File: config.mk
export PLATFORM = sky130hd
export DESIGN_NAME = priority_scan_seq
export DESIGN_NICKNAME = d
export VERILOG_FILES = /design/src/rtl/priority_scan_seq.sv
export SDC_FILE = /design/constraint.sdc
export NUM_CORES = 1
export LEC_CHECK = 0
export CAP_MARGIN = 20
export CELL_PAD_IN_SITES_DETAIL_PLACEMENT = 0
export CELL_PAD_IN_SITES_GLOBAL_PLACEMENT = 1
export CORE_ASPECT_RATIO = 0.75
export CORE_MARGIN = 4
export CORE_UTILIZATION = 35
export CTS_CLUSTER_SIZE = 24
export DETAILED_ROUTE_END_ITERATION = 10
export PLACE_DENSITY = 0.85
export SLEW_MARGIN = 20
export SYNTH_ARGS = -nofsm -noshare
export SYNTH_HDL_FRONTEND = slang
export SYNTH_SLANG_ARGS = --single-unit
File: constraint.sdc
create_clock -name clk -period 4.8 [get_ports clk]
set_input_delay 0.48 -clock clk [delete_from_list [all_inputs] [get_ports clk]]
set_output_delay 0.48 -clock clk [all_outputs]
set_load 0.02 [all_outputs]
File: src/rtl/priority_scan_seq.sv
// -----------------------------------------------------------------------------
// priority_scan_seq
//
// Serialises a request vector into a stream of its set bits, lowest index
// first. An accepted vector is copied into a remainder register. Each output
// transfer clears the bit just emitted, so the next-lowest set bit becomes
// the new priority bit. Typical uses are interrupt masks, request masks and
// valid masks that have to become an indexed stream.
//
// Parameters
//   WIDTH      vector width (>= 2)
//   WIDTH_LOG  index width, $clog2(WIDTH)
//
// Ports
//   clk      clock; all state changes on the rising edge
//   rst      synchronous active-high reset
//   in_vld   input vector valid
//   in_rdy   block can accept a vector
//   in_vec   request vector to scan
//   out_vld  output element valid
//   out_rdy  consumer accepts the element
//   out_oht  one-hot of the lowest set bit still pending
//   out_idx  binary index of out_oht
//   out_lst  current element is the last set bit of the vector
//
// Optional build macro
//   PRIORITY_SCAN_OVERLAP_EN  allows the next vector to be accepted in the
//                             same cycle the last element of the current
//                             vector transfers. Back-to-back vectors then
//                             run without a bubble. When the macro is not
//                             defined, one idle cycle separates vectors.
// -----------------------------------------------------------------------------
module priority_scan_seq #(
  parameter  int WIDTH     = 32,
  localparam int WIDTH_LOG = $clog2(WIDTH)
) (
  input  logic                 clk,
  input  logic                 rst,
  input  logic                 in_vld,
  output logic                 in_rdy,
  input  logic [WIDTH-1:0]     in_vec,
  output logic                 out_vld,
  input  logic                 out_rdy,
  output logic [WIDTH-1:0]     out_oht,
  output logic [WIDTH_LOG-1:0] out_idx,
  output logic                 out_lst
);

  if (WIDTH < 2) begin : g_bad_width
    $error("priority_scan_seq: WIDTH must be >= 2");
  end

  typedef enum logic {IDLE, SCAN} state_t;

  localparam logic [WIDTH-1:0] ONE = {{(WIDTH-1){1'b0}}, 1'b1};

  state_t               state_q;
  logic [WIDTH-1:0]     rem_q;
  logic [WIDTH-1:0]     rem_d;     // remainder after the current bit is emitted
  logic [WIDTH-1:0]     low_oht;   // lowest set bit of rem_q
  logic                 rest_zero; // only one bit is left in rem_q
  logic [WIDTH_LOG-1:0] idx_d;
  logic                 in_xfer;
  logic                 out_xfer;
  logic                 vec_nz;

  // Two's-complement trick: rem & -rem isolates the lowest set bit.
  // rem & (rem-1) clears that bit, so a zero result means it was the last one.
  assign low_oht   = rem_q & (-rem_q);
  assign rest_zero = ((rem_q & (rem_q - ONE)) == '0);
  assign rem_d     = rem_q & ~low_oht;
  assign vec_nz    = (in_vec != '0);

  // low_oht is one-hot or zero, so OR-ing the set positions is a valid encoder.
  always_comb begin
    idx_d = '0;
    for (int i = 0; i < WIDTH; i++) begin
      if (low_oht[i]) idx_d = idx_d | WIDTH_LOG'(i);
    end
  end

  // All outputs come from registers only. rem_q is zero in IDLE, so
  // out_oht and out_idx are already zero there. out_lst must be masked,
  // because the "one bit left" test is also true when rem_q is empty.
  assign out_vld = (state_q == SCAN);
  assign out_oht = low_oht;
  assign out_idx = idx_d;
  assign out_lst = out_vld & rest_zero;

  assign out_xfer = out_vld & out_rdy;

`ifdef PRIORITY_SCAN_OVERLAP_EN
  // The last element leaving frees the block in the same cycle.
  assign in_rdy = ~rst & ((state_q == IDLE) | (out_xfer & out_lst));
`else
  assign in_rdy = ~rst & (state_q == IDLE);
`endif

  assign in_xfer = in_vld & in_rdy;

  always_ff @(posedge clk) begin
    if (rst) begin
      state_q <= IDLE;
      rem_q   <= '0;
    end else begin
      case (state_q)
        IDLE: begin
          // An all-zero vector is consumed silently and produces no output.
          if (in_xfer && vec_nz) begin
            rem_q   <= in_vec;
            state_q <= SCAN;
          end
        end
        SCAN: begin
          if (out_xfer) begin
            if (!out_lst) begin
              rem_q <= rem_d;
`ifdef PRIORITY_SCAN_OVERLAP_EN
            end else if (in_xfer && vec_nz) begin
              // Hand straight over to the next vector; stay in SCAN.
              rem_q <= in_vec;
`endif
            end else begin
              rem_q   <= '0;
              state_q <= IDLE;
            end
          end
        end
        default: begin
          rem_q   <= '0;
          state_q <= IDLE;
        end
      endcase
    end
  end

endmodule

==> impl_metrics.tcl <==
set metrics [dict create \
    fin_total_pwr_uw 846 \
    synth.net_count 396 \
    htree_num_levels 2 \
    fin_hold_ws_ps 539 \
    number_of_global_route_vias_before_repair 2763 \
    worst-slew-pin-transition_ps 719 \
    drc 0 \
    cp_data_required_time_ps 4320 \
    syn-instance-count 360 \
    run_status "finished, final reports clean" \
    post-synth-top-area-fraction_pct 26.9 \
    area_of_the_mapped_netlist_sq_um 2460 \
    power.net_switching_uw 318 \
    cts_root_buf "clkbuf_8" \
    wire_per_inst_microns 18.0 \
    static-leakage-power_uw 0.00128 \
    asyncSetResetFlopFracSynth_pct 0 \
    timing.critical_path.to_type "output pin" \
    cp.arrival_ps 3820 \
    largest_fanout_on_the_critical_path 14 \
    number_of_antenna_violations_at_the_first_check_in_global_routing 0 \
    coreArea_sq_um 6830 \
    cts.sink_count 33 \
    slew_headroom_pct 51.7 \
    clock_skew_ps 11.2 \
    synth_flop_cell "dfxtp_1" \
    cap_violations 0 \
    final.min_clock_period_ps 4300 \
    hold_fails_final_rpt 0 \
    detailroute.via_count 3010 \
    worst-setup-path-type "reg2out" \
    grt_util_all_layers_pct 21.8 \
    effective_utilization_at_floorplan_pct 36.0 \
    rrSetupSlack_ps 1830 \
    post-place-ws_ps 891 \
    timing.hold.worst.class "reg2reg" \
    row_count 26 \
    post-cts-setup-buffer-count 0 \
    detail_route.iter0.violations 247 \
    die_y_microns 80.6 \
    irDropWorstVdd_uv 104 \
    area_grow_syn2layout_pct 36.6 \
    insertedDiodeCount 0 \
    cell_internal_pwr_uw 528 \
    stdcell_count 511 \
    grt_max_degree 33 \
    power-per-cell-area_nw_per_um2 252 \
    top_ports 76 \
    dpl.hpwl_microns 7140 \
    setup_viol 0 \
    synth-edff-count 0 \
    detail_route.wirelength_microns 9190 \
    critPathLaunchType "flip-flop" \
    netlist-cell-type-count 50 \
    ys.warnings.count 0 \
    design.die.area_sq_um 8440 \
    port-buffer-count 75 \
    cts-hold-fix-buffers 0 \
    cts_tree "built" \
    clock_latency_ps 290 \
    finalWorstSetupSlack_ps 503 \
    synth-seq-cells 33 \
    detail-route-antenna-nets 0 \
    number_of_pins_exceeding_their_max_slew_limit_in_the_final_report 0 \
    first_pass_iters 5 \
    grt.overflow.total 0 \
    comb_power_share_pct 37.6 \
    rsz0062_at_grt "false" \
    clock_power_share_pct 23.6 \
    grt_pass1_wl_microns 14600 \
    seq_area_frac_synth_pct 26.9 \
    clk_transition_reported_paths_ps 70 \
    fin_setup_tns_ps 0 \
    synth.top_cells.by_area "dfxtp_1 (27%), a21oi_1 (9.0%), o21ai_0 (7.1%), nor2_1 (6.9%), nand2_1 (6.3%)" \
    design.final.nets 464 \
    seq_power_share_pct 38.8 \
    min_period_over_period_pct 89.5 \
    finalWeightedCongestion 0.985 \
    power.switching_fraction_pct 37.6 \
    synth_area_leader_cell "dfxtp_1" \
    vias_per_cell 5.89 \
    synth_area_per_cell_sq_um 6.83 \
    layout-drive-gt1-share_pct 6.32 \
    die_w_microns 105 \
    fmaxAchievable_ghz 0.233 \
    tritoncts.num_buffers 5 \
    cts-root-to-sink-buffers 2 \
    post_placement_cell_count 504 \
    cts.repair.resized 0 \
]
-- worst paths after layout --
path / start / endpoint / cells after the start
setup / recovery: rem_q[0] / out_lst / 7
hold / removal: rem_q[31] / rem_q[31] / 2
setup reg to reg: rem_q[0] / out_vld / 6
hold reg to reg: rem_q[31] / rem_q[31] / 2
-- cell usage after synthesis (2+ instances only) --
| cell type | number |
|---|---|
| a211oi_1 | 5 |
| a21oi_1 | 44 |
| a221o_1 | 3 |
| a31oi_1 | 4 |
| and2_1 | 12 |
| and2_2 | 3 |
| and3_1 | 9 |
| and4_1 | 3 |
| buf_6 | 2 |
| clkbuf_1 | 16 |
| dfxtp_1 | 33 |
| inv_1 | 13 |
| maj3_1 | 2 |
| nand2_1 | 41 |
| nand3_1 | 5 |
| nand4_1 | 10 |
| nor2_1 | 45 |
| nor3_1 | 14 |
| nor3b_1 | 2 |
| nor4_1 | 17 |
| nor4_2 | 4 |
| nor4b_1 | 3 |
| o211a_1 | 2 |
| o21a_1 | 2 |
| o21ai_0 | 35 |
| or2_2 | 2 |
| or3_1 | 3 |
| or4_1 | 4 |
-- flip-flops by register name (all words and copies together) (netlist names) --
signal,count
rem_q,32
out_vld,1
-- through the flow --
step                      instance area, sq um  util, %
after floorplan                           2460        -
after global placement                    3260     47.7
after detailed placement                  3260     47.7
after CTS                                 3330     48.8
after global routing                      3360     49.2
final                                     3360     49.2
-- power groups by stage --
stage / clock [uW] / combinational (uW) / sequential, uW
after floorplan: 0 / 201 / 321
after global placement: 0 / 312 / 333
after detailed placement: 0 / 312 / 333
after CTS: 202 / 313 / 327
after global routing: 212 / 349 / 332
final: 199 / 318 / 328
-- logic make-up (layout without fill, tap and decap cells) --
family	count (synthesis)	in the layout	synth area share [%]
and+or+nand+nor	185	185	41.2
AOI/OAI and AO/OA	107	107	25.3
DFF	33	33	26.9
buffers and inverters	33	100	5.85
adders and majority gates	2	2	0.814
-- cells in the final DEF, fill, tap and decap left out, drive strengths merged, types with 2 or more instances in the layout --
master,netlist,final
or2,2,2
and3,9,9
inv,13,13
buf,3,6
clkbuf,17,5
or4,4,4
or3,3,3
o21a,2,2
a221o,3,3
nor3,16,16
nor4,22,22
a21oi,44,44
a31oi,4,4
and4,3,3
a211oi,5,5
nand3,5,5
clkdlybuf4s50,0,75
maj3,2,2
dfxtp,33,33
nand4,11,11
nor2,45,45
o21ai,36,36
nor3b,2,2
nor4b,3,3
and2,15,15
o211a,2,2
nand2,41,41
-- routing by layer --
layer  GRT usage [%]  part of all wire, %  wire [microns]  vias to the layer above
met5               0                    0               0                        -
li1                -                    -               -                     1466
met4            6.03                  1.7             156                        0
met3            5.46                  8.3             766                       13
met1            30.9                   48            4400                     1403
met2            32.5                   42            3860                      128
-- worst max-delay path: stages, from the launching register on --
cell	delay, ps
dfxtp_1	400
nor4_4	710
nand4_2	500
nor3_2	600
o2111ai_1	190
nor4_2	340
and2_1	190
clkdlybuf4s50_1	610
-- layout make-up --
| cell class | instances | area, sq um |
|---|---|---|
| flip-flops and latches | 33 | 661 |
| inverters | 13 | 48.8 |
| multi-input cells | 294 | 1650 |
| repair buffers | 81 | 816 |
| fillers | 714 | 3470 |
| clock buffers | 5 | 68.8 |
| well taps | 84 | 105 |
| clock inverters | 1 | 5.00 |
Power figures use the tool's default switching activity.
